[config.mk]
export PLATFORM = sky130hd
export DESIGN_NAME = banked_regfile_spill
export DESIGN_NICKNAME = d
export VERILOG_FILES = /design/src/rtl/banked_regfile_spill.sv
export SDC_FILE = /design/constraint.sdc
export NUM_CORES = 2
export LEC_CHECK = 0
export CORE_UTILIZATION = 44
export DETAILED_ROUTE_END_ITERATION = 7
export REMOVE_ABC_BUFFERS = 1
export SYNTH_ARGS = -nofsm -noshare
export SYNTH_HDL_FRONTEND = slang
export SYNTH_SLANG_ARGS = --single-unit
[constraint.sdc]
create_clock -name clk_i -period 6.15 [get_ports clk_i]
set_input_delay 1.23 -clock clk_i [delete_from_list [all_inputs] [get_ports clk_i]]
set_output_delay 1.23 -clock clk_i [all_outputs]
set_load 0.03 [all_outputs]
[src/rtl/banked_regfile_spill.sv]
// Banked integer register file: trap entry pushes a fresh bank, trap return pops it.
// Macro BANKED_RF_SPILL_EN adds the stack-frame seed and caller-save spill to memory.
module banked_regfile_spill #(
   parameter int unsigned DATA_WIDTH     = 32,
   parameter int unsigned NR_READ_PORTS  = 2,
   parameter int unsigned NR_WRITE_PORTS = 1,
   parameter int unsigned NR_BANKS       = 2,
   parameter logic [31:0] SAVE_MASK      = 32'hF003FCE2
) (
   input  logic                                      clk_i,
   input  logic                                      rst_ni,
   input  logic [NR_READ_PORTS-1:0][4:0]             raddr_i,
   output logic [NR_READ_PORTS-1:0][DATA_WIDTH-1:0]  rdata_o,
   input  logic [NR_WRITE_PORTS-1:0][4:0]            waddr_i,
   input  logic [NR_WRITE_PORTS-1:0][DATA_WIDTH-1:0] wdata_i,
   input  logic [NR_WRITE_PORTS-1:0]                 we_i,
   input  logic                                      ex_valid_i,
   input  logic                                      ret_i,
   output logic                                      busy_o,
   output logic [$clog2(NR_BANKS)-1:0]               depth_o,
   output logic                                      overflow_o,
   output logic                                      mem_req_o,
   output logic [DATA_WIDTH-1:0]                     mem_addr_o,
   output logic [DATA_WIDTH-1:0]                     mem_wdata_o,
   input  logic                                      mem_gnt_i
);
   localparam int unsigned DW       = $clog2(NR_BANKS);
   localparam logic [31:0] EFF_MASK = SAVE_MASK & ~32'h0000_0005;

   function automatic int unsigned popcount(input logic [31:0] m);
      int unsigned c;
      c = 0;
      for (int i = 0; i < 32; i++) begin
         if (m[i]) c = c + 1;
      end
      return c;
   endfunction

   // Lowest saved register index strictly above 'from'
   function automatic logic [4:0] next_saved(input int from);
      logic [4:0] r;
      r = 5'd0;
      for (int i = 31; i >= 0; i--) begin
         if (EFF_MASK[i] && (i > from)) r = 5'(i);
      end
      return r;
   endfunction

   localparam int unsigned NR_SAVED  = popcount(EFF_MASK);
   localparam int unsigned BYTES     = DATA_WIDTH / 8;
   localparam logic [4:0]  LAST_K    = 5'((NR_SAVED == 0) ? 0 : NR_SAVED - 1);
   localparam logic [4:0]  FIRST_IDX = next_saved(-1);
`ifdef BANKED_RF_SPILL_EN
   localparam logic [DATA_WIDTH-1:0] FRAME = DATA_WIDTH'(NR_SAVED * BYTES);
`else
   localparam logic [DATA_WIDTH-1:0] FRAME = '0;
`endif
   localparam logic [DW-1:0] DEPTH_MAX = DW'(NR_BANKS - 1);
   localparam logic [DW-1:0] DEPTH_ONE = DW'(1);

   typedef enum logic [1:0] {IDLE = 2'd0, SAVE_SP = 2'd1, SPILL = 2'd2} state_e;

   state_e                state_r, state_s;
   logic [DATA_WIDTH-1:0] rf_r [NR_BANKS][32];
   logic [DW-1:0]         depth_r, wbank_s, prev_bank_s;
   logic                  busy_r, ovf_r, req_r;
   logic                  push_s, refuse_s, pop_s;
   logic [4:0]            k_r, idx_r, next_idx_s;
   logic [DATA_WIDTH-1:0] addr_r, wdata_r, sp_seed_s;

   // Trap event decode; only honoured while idle, push has priority over return
   always_comb begin
      push_s   = (state_r == IDLE) && ex_valid_i && (depth_r != DEPTH_MAX);
      refuse_s = (state_r == IDLE) && ex_valid_i && (depth_r == DEPTH_MAX);
      pop_s    = (state_r == IDLE) && !ex_valid_i && ret_i && (depth_r != '0);
   end

   // Write-bank steering and spill data sources
   always_comb begin
      prev_bank_s = depth_r - DEPTH_ONE;
      next_idx_s  = next_saved(int'(idx_r));
      sp_seed_s   = rf_r[depth_r][5'd2] - FRAME;
      if (state_r == SAVE_SP) begin
         wbank_s = depth_r + DEPTH_ONE;
      end else begin
         wbank_s = depth_r;
      end
   end

   // Next-state logic
   always_comb begin
      state_s = state_r;
      case (state_r)
         IDLE: begin
            if (push_s) state_s = SAVE_SP;
            else        state_s = IDLE;
         end
         SAVE_SP: begin
`ifdef BANKED_RF_SPILL_EN
            if (NR_SAVED != 0) state_s = SPILL;
            else               state_s = IDLE;
`else
            state_s = IDLE;
`endif
         end
         SPILL: begin
            if (mem_gnt_i && (k_r == LAST_K)) state_s = IDLE;
            else                              state_s = SPILL;
         end
         default: state_s = IDLE;
      endcase
   end

   // Control state, bank pointer, sticky overflow and the spill request registers
   always_ff @(posedge clk_i or negedge rst_ni) begin
      if (!rst_ni) begin
         state_r <= IDLE;
         depth_r <= '0;
         busy_r  <= 1'b0;
         ovf_r   <= 1'b0;
         k_r     <= 5'd0;
         idx_r   <= 5'd0;
         req_r   <= 1'b0;
         addr_r  <= '0;
         wdata_r <= '0;
      end else begin
         state_r <= state_s;
         busy_r  <= (state_s != IDLE);
         if (refuse_s) ovf_r <= 1'b1;
         if (state_r == SAVE_SP) depth_r <= depth_r + DEPTH_ONE;
         else if (pop_s)         depth_r <= depth_r - DEPTH_ONE;
         if ((state_r == SAVE_SP) && (state_s == SPILL)) begin
            k_r     <= 5'd0;
            idx_r   <= FIRST_IDX;
            req_r   <= 1'b1;
            addr_r  <= sp_seed_s;
            wdata_r <= rf_r[depth_r][FIRST_IDX];
         end else if ((state_r == SPILL) && mem_gnt_i) begin
            if (state_s == IDLE) begin
               req_r <= 1'b0;
            end else begin
               k_r     <= k_r + 5'd1;
               idx_r   <= next_idx_s;
               addr_r  <= addr_r + DATA_WIDTH'(BYTES);
               wdata_r <= rf_r[prev_bank_s][next_idx_s];
            end
         end
      end
   end

   // Bank storage; the stack-pointer seed lands after core writes so it wins on x2
   always_ff @(posedge clk_i or negedge rst_ni) begin
      if (!rst_ni) begin
         for (int b = 0; b < NR_BANKS; b++) begin
            for (int r = 0; r < 32; r++) rf_r[b][r] <= '0;
         end
      end else begin
         for (int p = 0; p < NR_WRITE_PORTS; p++) begin
            if (we_i[p] && (waddr_i[p] != 5'd0)) rf_r[wbank_s][waddr_i[p]] <= wdata_i[p];
         end
         if (state_r == SAVE_SP) rf_r[wbank_s][5'd2] <= sp_seed_s;
      end
   end

   // Combinational reads from the active bank
   always_comb begin
      for (int p = 0; p < NR_READ_PORTS; p++) begin
         if (raddr_i[p] == 5'd0) rdata_o[p] = '0;
         else                    rdata_o[p] = rf_r[depth_r][raddr_i[p]];
      end
   end

   assign depth_o     = depth_r;
   assign busy_o      = busy_r;
   assign overflow_o  = ovf_r;
   assign mem_req_o   = req_r;
   assign mem_addr_o  = addr_r;
   assign mem_wdata_o = wdata_r;

endmodule
==> flow_summary_export.csv <==
group,metric,value,unit
yosys,syn_avg_cell_area,14.50,um2
finish,seq_area,53250,um2
power,power.density,468.5,nW/um2
sta,worst_slew_pin_slew,1.451,ns
die,initial_core_util,44.31,%
yosys,ys_ff_latch,2128,
die,die_area,278100,um2
power,peakVddDrop,0.0007630,V
cts,cts_buffers,239,
placement,port_buffers,184,
finish,drive_above_1_share,50.96,%
cts,cts_resized,0,
grt,grt_max_degree,183,
sta,finalHoldViolCount,0,
yosys,synth-edff-count,0,
die,dieHeight,527.4,um
grt,grt_antenna_before_repair,28,
route,drt_iter0_drc,11620,
die,fp.dieW,527.4,um
cts,cts_root_buf,"clkbuf_16",
worst_setup_path,cp-end-kind,"output pin",
grt,grt-ovfl-total,0,
power,leakagePower,58.11,nW
worst_setup_path,r2r_cells,9,
route,ant_nets,0,
sta,timing.final.crit_period,5.925,ns
yosys,ys_seq_area_share,43.84,%
yosys,synth_cells,8379,
finish,nets,8277,
grt,grt_pass1_wl,646100,um
flow_run,maxCapViolCount,0,
sta,slew_headroom,2.975,%
yosys,synth_area_leaders,"dfrtp_1, mux4_2, mux2_2",
route,drc,0,
worst_setup_path,start_kind,"flop",
route,vias_per_cell,6.970,
yosys,ys_async_sr_fraction,100.0,%
yosys,synthTopCellsByCount,"dfrtp_1, mux2_2, mux4_2",
run_status,status,"completed",
yosys,synth.most_common_cell,"dfrtp_1",
yosys,synthFlopType,"dfrtp_1",
worst_hold_path,hold_class,"input pin to async pin",
placement,gp_congestion,0.9007,
cts,cts_tree,"built",
route,wl_per_cell,37.47,um
yosys,yosysTopAreaCell,"dfrtp_1",
yosys,synthDistinctLibCells,63,
worst_setup_path,required,4.92,ns
sta,fin_crit_sh,96.35,%
worst_setup_path,path_class,"flop to output pin",
worst_setup_path,worstPathMaxFanout,26,
placement,dpl.hpwl,269000,um
yosys,ys_warn_count,0,
worst_setup_path,arrival,4.70,ns
cts,postCtsHoldBufs,0,
grt,grt_util_all_layers,32.57,%
route,firstDrtPassIters,8,
die,fp-row-count,192,
finish,area_growth,12.53,%
yosys,syn_area,121500,um2
cts,clk_latency,0.92,ns
power,power,64.04,mW
finish,fill_cells,22800,
worst_setup_path,reg2reg_slack,1.42,ns
sta,setup_tns,0,ns
route,wl,453700,um
sta,fin_worst_skew,0.04613,ns
sta,grt_setup_unrepaired,"false",
grt,grt_pass1_vias,83350,
route,vias,84390,
sta,slew_viol_final,0,
sta,setup_viol_count_final,0,
die,ios,185,
cts,clk_pin_slew_worst_paths,0.06,ns
yosys,synth_top_cell_area_share,43.84,%
cts,clkSinkCount,2128,
finish,multi_input_area,64510,um2
die,core,274100,um2
sta,clock.fmax,0.1688,GHz
cts,clockBufferDepth,4,
cts,h-tree-depth,4,
==> placed cells by master, fill, tap and decap left out, drive strengths merged, types with 75 or more instances in the layout <==
cell type	Yosys	routed
dfrtp	2128	2128
mux2	1949	1949
mux4	1365	1365
nand2	556	556
buf	395	483
clkbuf	568	342
nor2	217	217
a21oi	170	170
nand3	169	169
mux2i	154	154
o22ai	98	98
clkdlybuf4s50	0	78
a211oi	75	75
==> critical path, stage by stage (launching register included) <==
cell and delay [ns]:
dfrtp_4 0.85, buf_12 0.36, buf_4 0.34, buf_4 0.31, mux4_2 0.34, mux4_2 0.49, mux4_2 0.53, nor2b_1 0.30
buf_12 0.21
==> through the flow <==
step | setup slack (ns) | hold slack, ns | instance area, um2 | util [%] | std cells
floorplan | -38.94 | 0.3493 | 117200 | - | 7416
global placement | 0.5344 | 0.3616 | 128500 | 46.90 | 11660
detailed placement | 0.6237 | 0.3635 | 128500 | 46.90 | 11660
CTS | 0.06773 | 0.3152 | 136600 | 49.84 | 12090
global route | 0.09077 | 0.3413 | 136600 | 49.85 | 12100
finish | 0.2248 | 0.3101 | 136700 | 49.86 | 12110
==> report_power, final <==
part	internal, mW	switching (mW)
Clock	8.75	6.22
Sequential	18.6	4.44
Combinational	13.4	12.6
Total	40.8	23.3
==> logic make-up after synthesis <==
group           Yosys count  synth area share [%]
xor+xnor                 36                0.2596
flops                  2128                 43.84
mux                    3468                 44.65
fa+ha+maj                 5               0.05151
simple gates           1134                 4.103
compound gates          637                 3.556
buf+inv                 971                 3.535
==> routing by layer <==
layer | vias up | global-route usage [%] | routed length [um]
met3 | 1110 | 9.674 | 54970
met5 | - | 0 | 100
li1 | 32230 | - | -
met1 | 45530 | 45.38 | 177600
met4 | 14 | 14.67 | 23770
met2 | 5515 | 46.97 | 197200
==> layout make-up <==
class / count / share of cell area (%)
Tap cell: 3686 / 3.374
Inverter: 8 / 0.02746
Clock inverter: 86 / 0.8138
Timing Repair Buffer: 562 / 4.498
Antenna cell: 16 / 0.02929
Sequential cell: 2128 / 38.96
Multi-Input combinational cell: 5280 / 47.20
Clock buffer: 341 / 5.089
==> timing repair <==
action,in CTS,in global routing
hold endpoints to repair,0,0
setup buffers,0,1
endpoints found under the setup margin,0,2
==> worst paths after layout <==
kind | start | to
min reg2reg | mem_addr_o[0] | mem_addr_o[0]
min in group clk_i | mem_addr_o[0] | mem_addr_o[0]
max reg2reg | depth_o | flop
max in group asynchronous | rst_ni | async pin
max | depth_o | rdata_o[50]
min | rst_ni | async pin
(Power assumes the default switching activity.)
